## src/rtl/muldiv_hilo_ctrl_pkg.sv

```systemverilog
// Shared CPU header slice for the HI/LO multiply/divide unit.
// Holds the opcodes, FSM state encodings and the default iteration count.
package muldiv_hilo_ctrl_pkg;

    localparam int WORD_W       = 32;
    localparam int ALU_OP_W     = 6;
    localparam int ITER_CNT_DEF = 32;

    typedef logic [ALU_OP_W-1:0] alu_op_t;
    typedef logic [WORD_W-1:0]   word_t;

    localparam alu_op_t INSN_MTHI  = 6'h11;
    localparam alu_op_t INSN_MTLO  = 6'h13;
    localparam alu_op_t INSN_MULT  = 6'h18;
    localparam alu_op_t INSN_MULTU = 6'h19;
    localparam alu_op_t INSN_DIV   = 6'h1a;
    localparam alu_op_t INSN_DIVU  = 6'h1b;

    localparam logic [1:0] ST_IDLE = 2'd0;
    localparam logic [1:0] ST_CALC = 2'd1;
    localparam logic [1:0] ST_FIX  = 2'd2;
    localparam logic [1:0] ST_DONE = 2'd3;

    // Per-operation context captured when a multiply/divide is accepted.
    typedef struct packed {
        logic is_div;
        logic neg_res;
        logic neg_rem;
        logic div0;
    } md_ctx_t;

    function automatic logic is_md_op(alu_op_t op);
        return (op == INSN_MULT) || (op == INSN_MULTU) ||
               (op == INSN_DIV)  || (op == INSN_DIVU);
    endfunction

endpackage

```

## src/rtl/muldiv_hilo_ctrl_if.sv

```systemverilog
// EX-stage / write-back handshake bundle for the HI/LO multiply/divide unit.
interface muldiv_hilo_ctrl_if;
    import muldiv_hilo_ctrl_pkg::*;

    logic    flush;
    logic    req_valid;
    alu_op_t req_op;
    word_t   scr0_data;
    word_t   scr1_data;
    logic    wb_allin;
    logic    md_ready;
    logic    md_busy;
    logic    md_done;
    word_t   hi;
    word_t   lo;

    modport master (
        output flush, req_valid, req_op, scr0_data, scr1_data, wb_allin,
        input  md_ready, md_busy, md_done, hi, lo
    );

    modport slave (
        input  flush, req_valid, req_op, scr0_data, scr1_data, wb_allin,
        output md_ready, md_busy, md_done, hi, lo
    );

endinterface

```

## src/rtl/muldiv_iter.sv

```systemverilog
// Shared radix-2 iteration engine: shift-add multiply or restoring divide on
// unsigned magnitudes, one step per cycle, with its own step counter.
module muldiv_iter
    import muldiv_hilo_ctrl_pkg::*;
#(
    parameter int ITER_CNT = ITER_CNT_DEF
) (
    input  logic                  clk,
    input  logic                  reset,
    input  logic                  load,
    input  logic                  step,
    input  logic                  mode_div,
    input  word_t                 op_a,
    input  word_t                 op_b,
    output logic                  last_step,
    output logic [2*WORD_W-1:0]   result
);

    localparam int CNT_W = $clog2(ITER_CNT + 1);

    // Multiply: acc = {partial(33), multiplier}. Divide: acc = {rem(33), quotient}.
    logic [2*WORD_W:0] acc;
    word_t             opnd;
    logic [CNT_W-1:0]  cnt;
    logic              div_mode;

    logic [WORD_W:0]   mul_sum;
    logic [2*WORD_W:0] mul_next;
    logic [WORD_W:0]   rem_sh;
    logic [WORD_W+1:0] trial;
    logic [2*WORD_W:0] div_next;

    always_comb begin
        mul_sum  = acc[2*WORD_W:WORD_W] + {1'b0, (acc[0] ? opnd : '0)};
        mul_next = {1'b0, mul_sum, acc[WORD_W-1:1]};
        rem_sh   = acc[2*WORD_W-1:WORD_W-1];
        trial    = {1'b0, rem_sh} - {2'b00, opnd};
        if (trial[WORD_W+1]) begin
            div_next = {rem_sh, acc[WORD_W-2:0], 1'b0};
        end else begin
            div_next = {trial[WORD_W:0], acc[WORD_W-2:0], 1'b1};
        end
    end

    always_ff @(posedge clk) begin
        if (!reset) begin
            acc      <= '0;
            opnd     <= '0;
            cnt      <= '0;
            div_mode <= 1'b0;
        end else if (load) begin
            acc      <= {{(WORD_W+1){1'b0}}, (mode_div ? op_a : op_b)};
            opnd     <= mode_div ? op_b : op_a;
            cnt      <= '0;
            div_mode <= mode_div;
        end else if (step) begin
            acc <= div_mode ? div_next : mul_next;
            cnt <= cnt + 1'b1;
        end
    end

    assign last_step = step && (cnt == CNT_W'(ITER_CNT - 1));
    assign result    = acc[2*WORD_W-1:0];

endmodule

```

## src/rtl/muldiv_hilo_ctrl.sv

```systemverilog
// HI/LO multiply/divide controller: request decode, IDLE/CALC/FIX/DONE FSM,
// sign correction and the architectural HI/LO registers.
module muldiv_hilo_ctrl
    import muldiv_hilo_ctrl_pkg::*;
#(
    parameter int ITER_CNT = ITER_CNT_DEF
) (
    input  logic              clk,
    input  logic              reset,
    muldiv_hilo_ctrl_if.slave bus
);

    logic [1:0]              state;
    md_ctx_t                 ctx;
    word_t                   hi_q;
    word_t                   lo_q;
    word_t                   res_hi;
    word_t                   res_lo;

    logic                    accept;
    logic                    accept_md;
    logic                    op_signed;
    logic                    op_div;
    logic                    neg_a;
    logic                    neg_b;
    logic signed [WORD_W-1:0] src_a_s;
    logic signed [WORD_W-1:0] src_b_s;
    word_t                   mag_a;
    word_t                   mag_b;
    logic                    iter_step;
    logic                    iter_last;
    logic [2*WORD_W-1:0]     iter_res;

    function automatic word_t cond_neg32(word_t v, logic en);
        return en ? (~v + word_t'(1)) : v;
    endfunction

    function automatic logic [2*WORD_W-1:0] cond_neg64(logic [2*WORD_W-1:0] v, logic en);
        return en ? (~v + {{(2*WORD_W-1){1'b0}}, 1'b1}) : v;
    endfunction

    assign accept    = bus.req_valid && (state == ST_IDLE) && !bus.flush;
    assign accept_md = accept && is_md_op(bus.req_op);
    assign op_signed = (bus.req_op == INSN_MULT) || (bus.req_op == INSN_DIV);
    assign op_div    = (bus.req_op == INSN_DIV)  || (bus.req_op == INSN_DIVU);

    // The engine only works on magnitudes; signs are reapplied in FIX.
    assign src_a_s = $signed(bus.scr0_data);
    assign src_b_s = $signed(bus.scr1_data);
    assign neg_a   = op_signed && (src_a_s < 0);
    assign neg_b   = op_signed && (src_b_s < 0);
    assign mag_a   = cond_neg32(bus.scr0_data, neg_a);
    assign mag_b   = cond_neg32(bus.scr1_data, neg_b);

    assign iter_step = (state == ST_CALC);

    muldiv_iter #(
        .ITER_CNT (ITER_CNT)
    ) u_iter (
        .clk       (clk),
        .reset     (reset),
        .load      (accept_md),
        .step      (iter_step),
        .mode_div  (op_div),
        .op_a      (mag_a),
        .op_b      (mag_b),
        .last_step (iter_last),
        .result    (iter_res)
    );

    always_ff @(posedge clk) begin
        if (!reset) begin
            state  <= ST_IDLE;
            ctx    <= '0;
            hi_q   <= '0;
            lo_q   <= '0;
            res_hi <= '0;
            res_lo <= '0;
        end else if (bus.flush) begin
            state <= ST_IDLE;
        end else begin
            case (state)
                ST_IDLE: begin
                    if (accept_md) begin
                        ctx.is_div  <= op_div;
                        ctx.neg_res <= neg_a ^ neg_b;
                        ctx.neg_rem <= neg_a;
                        ctx.div0    <= (bus.scr1_data == '0);
                        state       <= ST_CALC;
                    end else if (accept && (bus.req_op == INSN_MTHI)) begin
                        hi_q <= bus.scr0_data;
                    end else if (accept && (bus.req_op == INSN_MTLO)) begin
                        lo_q <= bus.scr0_data;
                    end
                end
                ST_CALC: begin
                    if (iter_last) begin
                        state <= ST_FIX;
                    end
                end
                ST_FIX: begin
                    // Divide by zero leaves rem = |dividend|, so the remainder fix restores the dividend.
                    if (ctx.is_div) begin
                        res_hi <= cond_neg32(iter_res[2*WORD_W-1:WORD_W], ctx.neg_rem);
                        res_lo <= ctx.div0 ? '1 : cond_neg32(iter_res[WORD_W-1:0], ctx.neg_res);
                    end else begin
                        {res_hi, res_lo} <= cond_neg64(iter_res, ctx.neg_res);
                    end
                    state <= ST_DONE;
                end
                ST_DONE: begin
                    if (bus.wb_allin) begin
                        hi_q  <= res_hi;
                        lo_q  <= res_lo;
                        state <= ST_IDLE;
                    end
                end
                default: state <= ST_IDLE;
            endcase
        end
    end

    assign bus.md_ready = (state == ST_IDLE);
    assign bus.md_busy  = (state != ST_IDLE);
    assign bus.md_done  = (state == ST_DONE);
    assign bus.hi       = hi_q;
    assign bus.lo       = lo_q;

endmodule

```

## src/flat_wrapper.sv

```systemverilog
// flat-port wrapper written by rule: the top's interface ports become plain ports
module muldiv_hilo_ctrl_flat import muldiv_hilo_ctrl_pkg::*;
#(
    parameter int ITER_CNT = ITER_CNT_DEF
)
  (clk, reset, bus_flush, bus_req_valid, bus_req_op, bus_scr0_data, bus_scr1_data, bus_wb_allin, bus_md_ready, bus_md_busy, bus_md_done, bus_hi, bus_lo);
  muldiv_hilo_ctrl_if bus_i ();
  input  logic clk;
  input  logic reset;
  input wire logic [$bits(bus_i.flush)-1:0] bus_flush;
  input wire logic [$bits(bus_i.req_valid)-1:0] bus_req_valid;
  input wire logic [$bits(bus_i.req_op)-1:0] bus_req_op;
  input wire logic [$bits(bus_i.scr0_data)-1:0] bus_scr0_data;
  input wire logic [$bits(bus_i.scr1_data)-1:0] bus_scr1_data;
  input wire logic [$bits(bus_i.wb_allin)-1:0] bus_wb_allin;
  output wire logic [$bits(bus_i.md_ready)-1:0] bus_md_ready;
  output wire logic [$bits(bus_i.md_busy)-1:0] bus_md_busy;
  output wire logic [$bits(bus_i.md_done)-1:0] bus_md_done;
  output wire logic [$bits(bus_i.hi)-1:0] bus_hi;
  output wire logic [$bits(bus_i.lo)-1:0] bus_lo;
  assign bus_i.flush = bus_flush;
  assign bus_i.req_valid = bus_req_valid;
  assign bus_i.req_op = bus_req_op;
  assign bus_i.scr0_data = bus_scr0_data;
  assign bus_i.scr1_data = bus_scr1_data;
  assign bus_i.wb_allin = bus_wb_allin;
  assign bus_md_ready = bus_i.md_ready;
  assign bus_md_busy = bus_i.md_busy;
  assign bus_md_done = bus_i.md_done;
  assign bus_hi = bus_i.hi;
  assign bus_lo = bus_i.lo;
  muldiv_hilo_ctrl #(.ITER_CNT(ITER_CNT)) u_core (.clk(clk), .reset(reset), .bus(bus_i));
endmodule
```

## config.mk

```make
export PLATFORM = sky130hd
export DESIGN_NAME = muldiv_hilo_ctrl_flat
export DESIGN_NICKNAME = d
export VERILOG_FILES = /design/src/rtl/muldiv_hilo_ctrl_pkg.sv /design/src/rtl/muldiv_hilo_ctrl_if.sv /design/src/rtl/muldiv_iter.sv /design/src/rtl/muldiv_hilo_ctrl.sv /design/src/flat_wrapper.sv
export SDC_FILE = /design/constraint.sdc
export NUM_CORES = 1
export LEC_CHECK = 0
export ABC_CLOCK_PERIOD_IN_PS = 9500
export BUFFER_PORTS_ARGS = -buffer_cell sky130_fd_sc_hd__buf_2
export CORE_MARGIN = 2
export CORE_UTILIZATION = 56
export CTS_BUF_LIST = sky130_fd_sc_hd__clkbuf_4
export DETAILED_ROUTE_END_ITERATION = 6
export GPL_ROUTABILITY_DRIVEN = 0
export GPL_TIMING_DRIVEN = 0
export PLACE_DENSITY = 0.75
export SLEW_MARGIN = 20
export SYNTH_ARGS = -nofsm -noshare
export SYNTH_HDL_FRONTEND = slang
export SYNTH_HIERARCHICAL = 1
export SYNTH_SLANG_ARGS = --single-unit
export TNS_END_PERCENT = 1
```

## constraint.sdc

```tcl
create_clock -name clk -period 9.5 [get_ports clk]
set_input_delay 0.475 -clock clk [delete_from_list [all_inputs] [get_ports clk]]
set_output_delay 0.475 -clock clk [all_outputs]
set_load 0.01 [all_outputs]
```

Word-level counts from Yosys, hierarchy flattened
Index checks and enable logic that the tools add are counted.
{ "word_totals": {"reg_bits": 238, "word_cells": 103} }
{ "op_classes": {"n_addsub": 8, "eq_ne": 17, "bitwise": 8, "muxes": 28, "n_reduce_logical": 26, "n_lt_le_gt_ge": 2} }
{ "op_table": {"columns": ["op", "n"], "rows": [
  ["two-way mux 32 bit", 19],
  ["two-way mux 65 bit", 2],
  ["adder 32 x 1 -> 32 bit (second input constant)", 4],
  ["NOT 32 bit", 4],
  ["case mux 32 bit (2 select lines)", 2],
  ["adder 64 x 1 -> 64 bit (second input constant)", 1],
  ["< comparator 32 x 1 -> 1 bit (second input constant)", 2],
  ["two-way mux 64 bit", 1],
  ["NOT 64 bit", 1],
  ["== test 6 x 5 -> 1 bit (second input constant)", 7],
  ["subtractor 33 x 32 -> 34 bit", 1],
  ["adder 33 x 32 -> 33 bit", 1],
  ["zero test 32 bit", 1],
  ["logical AND 1 bit", 8],
  ["!= test 2 x 1 -> 1 bit (second input constant)", 4],
  ["case mux 2 bit (4 select lines)", 1],
  ["adder 6 x 1 -> 6 bit (second input constant)", 1],
  ["two-way mux 2 bit", 3],
  ["!= test 2 bit (second input constant)", 3],
  ["AND reduction 3 bit", 2],
  ["AND reduction 6 bit", 1],
  ["nonzero test 2 bit", 3],
  ["logical OR 1 bit", 5],
  ["AND reduction 5 bit", 1],
  ["other kinds (8)", 11]
]} }

Longest topological paths before layout
{ "logic_depth": {"ltp_word": 8, "depth_mapped": 14, "mapped_depth_nobuf": 13} }

By module
The synthesis kept the hierarchy.
{ "modules_own_cells": {"columns": ["module", "n_inst", "cells_per_inst", "area_each_um2"], "rows": [
  ["muldiv_iter", 1, 1259, 9890.7],
  ["muldiv_hilo_ctrl", 1, 1114, 8443.1]
]} }

Least setup slack after synthesis
No wires, ideal clock.
{ "synth_path": {"path_kind": "flip-flop to flip-flop", "startpoint": "reg u_core.u_iter.acc[0]", "endpoint": "reg u_core.u_iter.acc[61]", "t_arrival_ns": 3.097, "setup_time_ns": 0.074, "path_slack_ns": 6.329, "path_stages_with_launch": 14, "required_ns": 9.426, "path_buffers": 1, "cell_sequence": "dfxtp_1 -> clkbuf_1 -> and2_1 -> ha_1 -> fa_1 -> a211oi_1 -> o21ai_0 -> nand3_1 -> a21o_1 -> a21o_2 -> a31oi_1 -> or4b_1 -> a31o_2 -> a31oi_1"} }
{ "synth_via": {"elab_chain_len": 3} }
{ "synth_lines": {"columns": ["item", "line", "source"], "rows": [
  ["from (decl)", "muldiv_iter.sv:22", "logic [2*WORD_W:0] acc;"],
  ["from (signal assigned)", "muldiv_iter.sv:52", "acc <= {{(WORD_W+1){1'b0}}, (mode_div ? op_a : op_b)};"],
  ["from (signal assigned)", "muldiv_iter.sv:57", "acc <= div_mode ? div_next : mul_next;"],
  ["two-way mux 32 bit", "muldiv_iter.sv:34", "mul_sum = acc[2*WORD_W:WORD_W] + {1'b0, (acc[0] ? opnd : '0)};"],
  ["adder 33 x 32 -> 33 bit", "muldiv_iter.sv:34", null],
  ["two-way mux 65 bit", "muldiv_iter.sv:57", null]
]} }
No other way between the ends.
A chain may end at the register's enable or synchronous reset.

Final worst setup path
Same ends and word-level chain as after synthesis.

==> results by group <==
Outcome
  – Status: finished with violations
  – Failing checks: design-rule violations

STA
  – Worst Tran Pin Value: 1.007 ns
  – Unrepaired setup endpoints after global routing: false
  – Crit share post-route: 0.4323
  – # setup viols final: 0
  – Fin. max-slew vios: 0
  – Fin crit period: 4.107 ns
  – Final setup skew: 0.06823 ns
  – FMAX: between 0.2 and 0.25 GHz
  – Min Hold Slack: 0.1583 ns
  – Max_slew headroom: 0.3225
  – Setup TNS: 0 ns
  – Final Hold Fails: 0

Setup path
  – Worst path max stage delay: between 0.4 and 0.5 ns
  – Slowest CP cell: or4b_1
  – Worst path top cell family by delay: compound AO/OA/AOI/OAI gates
  – Crit Path Class: flop to flop
  – Data arrival time of the worst path: 4.73 ns
  – Kind of start point of the critical path: flop
  – CP Cell Sequence: clkbuf_1, and2_1, ha_1, fa_1, a211oi_1, o21ai_0, nand3_1, a21o_1, a21o_2, a31oi_1, or4b_1, a31o_2, a31oi_1
  – Critical path required time: 10.12 ns
  – Crit-path max FO: 10
  – Critical path origin: u_core/u_iter/acc[0]
  – Worst R2R Start: u_core/u_iter/acc[0]
  – CP Capture Type: flop
  – Most used cell, CP: a31oi_1
  – CP bufs+invs: 1

Power and ir drop
  – Final total power: 0.002386 W
  – Sw power: 0.0007493 W
  – Int Pwr: approximately 0.0016 W
  – Net Sw Frac: 0.3140
  – Clock power frac: 0.390
  – Combinational cell fraction of total power: 0.184
  – Worst VDD drop: 0.1258 mV
  – Power per cell area: approximately 120 nW/um2
  – LEAKAGE: 8.759 nW
  – Share of power burned in registers: 0.426

Logic synthesis
  – Number of synthesized register bits: 238
  – Most used flip-flop cell after synthesis: dfxtp_1
  – Synthesized instance count: ~2,400
  – Largest area contributor in the netlist: dfxtp_1
  – Mapped Area: ~18,000 um2
  – Count leader, synth: a21oi_1
  – Synth top area cells: dfxtp_1 26%, a21oi_1 6.8%, mux2i_1 6.0%
  – Sequential area share after synthesis: 0.2599
  – Net Count, Synth: between 2,000 and 3,000
  – Fraction of registers with async set/reset: 0
  – Commonest cells in the netlist: 249 x a21oi_1, 238 x dfxtp_1, 214 x nor2_1
  – Mapped Avg Cell Area: 7.726 um2
  – EDFF count, synth: 0
  – Netlist cell types: 95
  – Yosys top cell area share: 0.2599
  – Synth warn: 6

Clock tree
  – CTS hold repair buffers: 0
  – CTS Buf Count: 69
  – Post-cts resize count: 0
  – CTS tree: yes
  – Clock tree buffer depth: 3
  – Clock transition at path regs: 0.06 ns
  – H-tree depth: 3
  – Post-CTS setup buffer count: 0
  – Worst skew pair latency: 0.72 ns
  – Root buf cell: clkbuf_4
  – CTS Sinks: 238

Route
  – Routed vias/inst: 6.434
  – Drt wl/cell: 21.75 um
  – Post-DRT Antenna Nets: 0
  – Routed WL: between 60,000 and 70,000 um
  – Drt initial violations: 2,418
  – # DRC: 3
  – First-pass DRT Iterations: 7
  – Via count: between 15,000 and 20,000

Final layout
  – Area growth, synth to finish: 11.36%
  – Nets: roughly 2,700
  – Layout cells sized above 1: 0.1362
  – Post-route cell area: roughly 20,000 um2

Floorplanning
  – Starting Density: 0.5664
  – Core area: between 30,000 and 40,000 um2
  – Io pins: 142
  – Die area: 34,200 um2
  – Die X: between 150 and 200 um
  – Die height: 184.9 um
  – Row cnt: 66

Global route
  – Vias in the first global route: roughly 18,000
  – All-Layer GR Usage: 0.3809
  – GRT Residual Overflow: 0
  – First-pass GRT wire length: approximately 100,000 um
  – Initial antenna violation count: 1
  – Largest net degree at the start of global routing: 11

Worst hold path
  – Worst Hold Class: primary input to flop
  – Min-delay src: bus_flush

Placed design
  – Placed inst area: approximately 20,000 um2
  – Port bufs: between 100 and 150
  – Post-DP HPWL: roughly 53,000 um

Job
  – Max-cap violations: 0
==> power groups by stage <==
stage	Combinational, W	Clock [W]	Sequential, W
finish	0.000440	0.000930	0.00102
global route	0.000461	0.000997	0.00102
CTS	0.000422	0.000943	0.00101
detailed placement	0.000420	0	0.00104
global placement	0.000414	0	0.00104
floorplan	0.000275	0	0.00103
==> per-layer routing <==
layer	vias to the layer above	wire (um)	GRT usage
li1	9089	-	-
met1	9095	26520	0.4991
met2	1336	28310	0.5813
met3	246	7616	0.07255
met4	0	4357	0.2279
met5	-	0	0
==> worst reg2reg max path, delay by kind of cell, from the launching register on <==
| family | cells | cell delay [ns] |
|---|---|---|
| AOI/OAI and AO/OA | 7 | 1.61 |
| buffers and inverters | 1 | 0.33 |
| DFF | 1 | 0.46 |
| adders and majority gates | 2 | 0.66 |
| and+or+nand+nor | 3 | 0.94 |
==> through the flow <==
| step | cells | setup slack [ns] | utilization |
|---|---|---|---|
| 6_report | 3072 | 5.393 | 0.6307 |
| 5_1_grt | 3072 | 5.206 | 0.6307 |
| 4_1_cts | 3071 | 5.527 | 0.6306 |
| 3_5_place_dp | 2956 | 5.523 | 0.6052 |
| 3_3_place_gp | 2956 | 5.594 | 0.6052 |
| 2_1_floorplan | 2373 | 6.329 | - |
==> registers in the layout (all words and copies together), names as in the netlist <==
register and count:
u_core/ctx 4, u_core/u_iter/div_mode 1, u_core/u_iter/cnt 6, u_core/u_iter/acc 65
u_core/res_lo 32, u_core/bus.hi 32, u_core/res_hi 32, u_core/bus.lo 32
u_core/u_iter/opnd 32, u_core/state 2
==> cell type report <==
cell class,instances,area [um2]
repair buffers,141,705.7
fillers,2992,11960
clock buffers,92,690.7
inverters,71,266.5
diodes,1,2.502
clock inverters,23,130.1
plain buffers,218,1096
flip-flops and latches,238,4765
well taps,442,553.0
multi-input cells,1846,12210
==> layout by cell type, fill, tap and decap left out, drive strengths merged, types with 11 or more instances in the layout <==
cell    synthesis  layout
clkinv          1      18
nand3          56      56
ha             74      74
nor4           31      31
mux2i         109     109
nand4          22      22
nand4b         11      11
xor2           71      71
o211a          64      64
or3            24      24
clkbuf        134     226
nor3           56      56
buf            84     225
o21ai         150     150
xnor2          69      69
and3           12      12
o21a           16      16
and2           42      42
a21o           38      38
nand2         178     178
a211oi         87      87
inv            70      72
o211ai         23      23
a21oi         250     250
o41ai          15      15
nor2          215     215
nor2b          43      43
o31ai          30      30
dfxtp         238     238
a31oi          23      23
==> kinds of logic (layout without fill, tap and decap cells) <==
kind of cell             Yosys count  in the layout  share of synthesized area
XOR/XNOR                         140            140                    0.06688
other                              0              1                          0
buffers and inverters            289            545                    0.07432
AND/OR/NAND/NOR                  734            734                     0.1982
adder cells (fa/ha/maj)           76             76                    0.05269
AO/OA/AOI/OAI                    780            780                     0.2842
flip-flops                       238            238                     0.2599
multiplexers                     116            116                    0.06381
==> path summary, 6_finish.rpt <==
check                                to  slack, ns  cells past startpoint
setup / recovery  u_core/u_iter/acc[61]       5.39                     13
hold / removal          u_core/state[1]       0.16                      3
setup reg to reg  u_core/u_iter/acc[61]       5.39                     13
hold reg to reg           u_core/ctx[0]       0.48                      2
(Power assumes the default switching activity.)
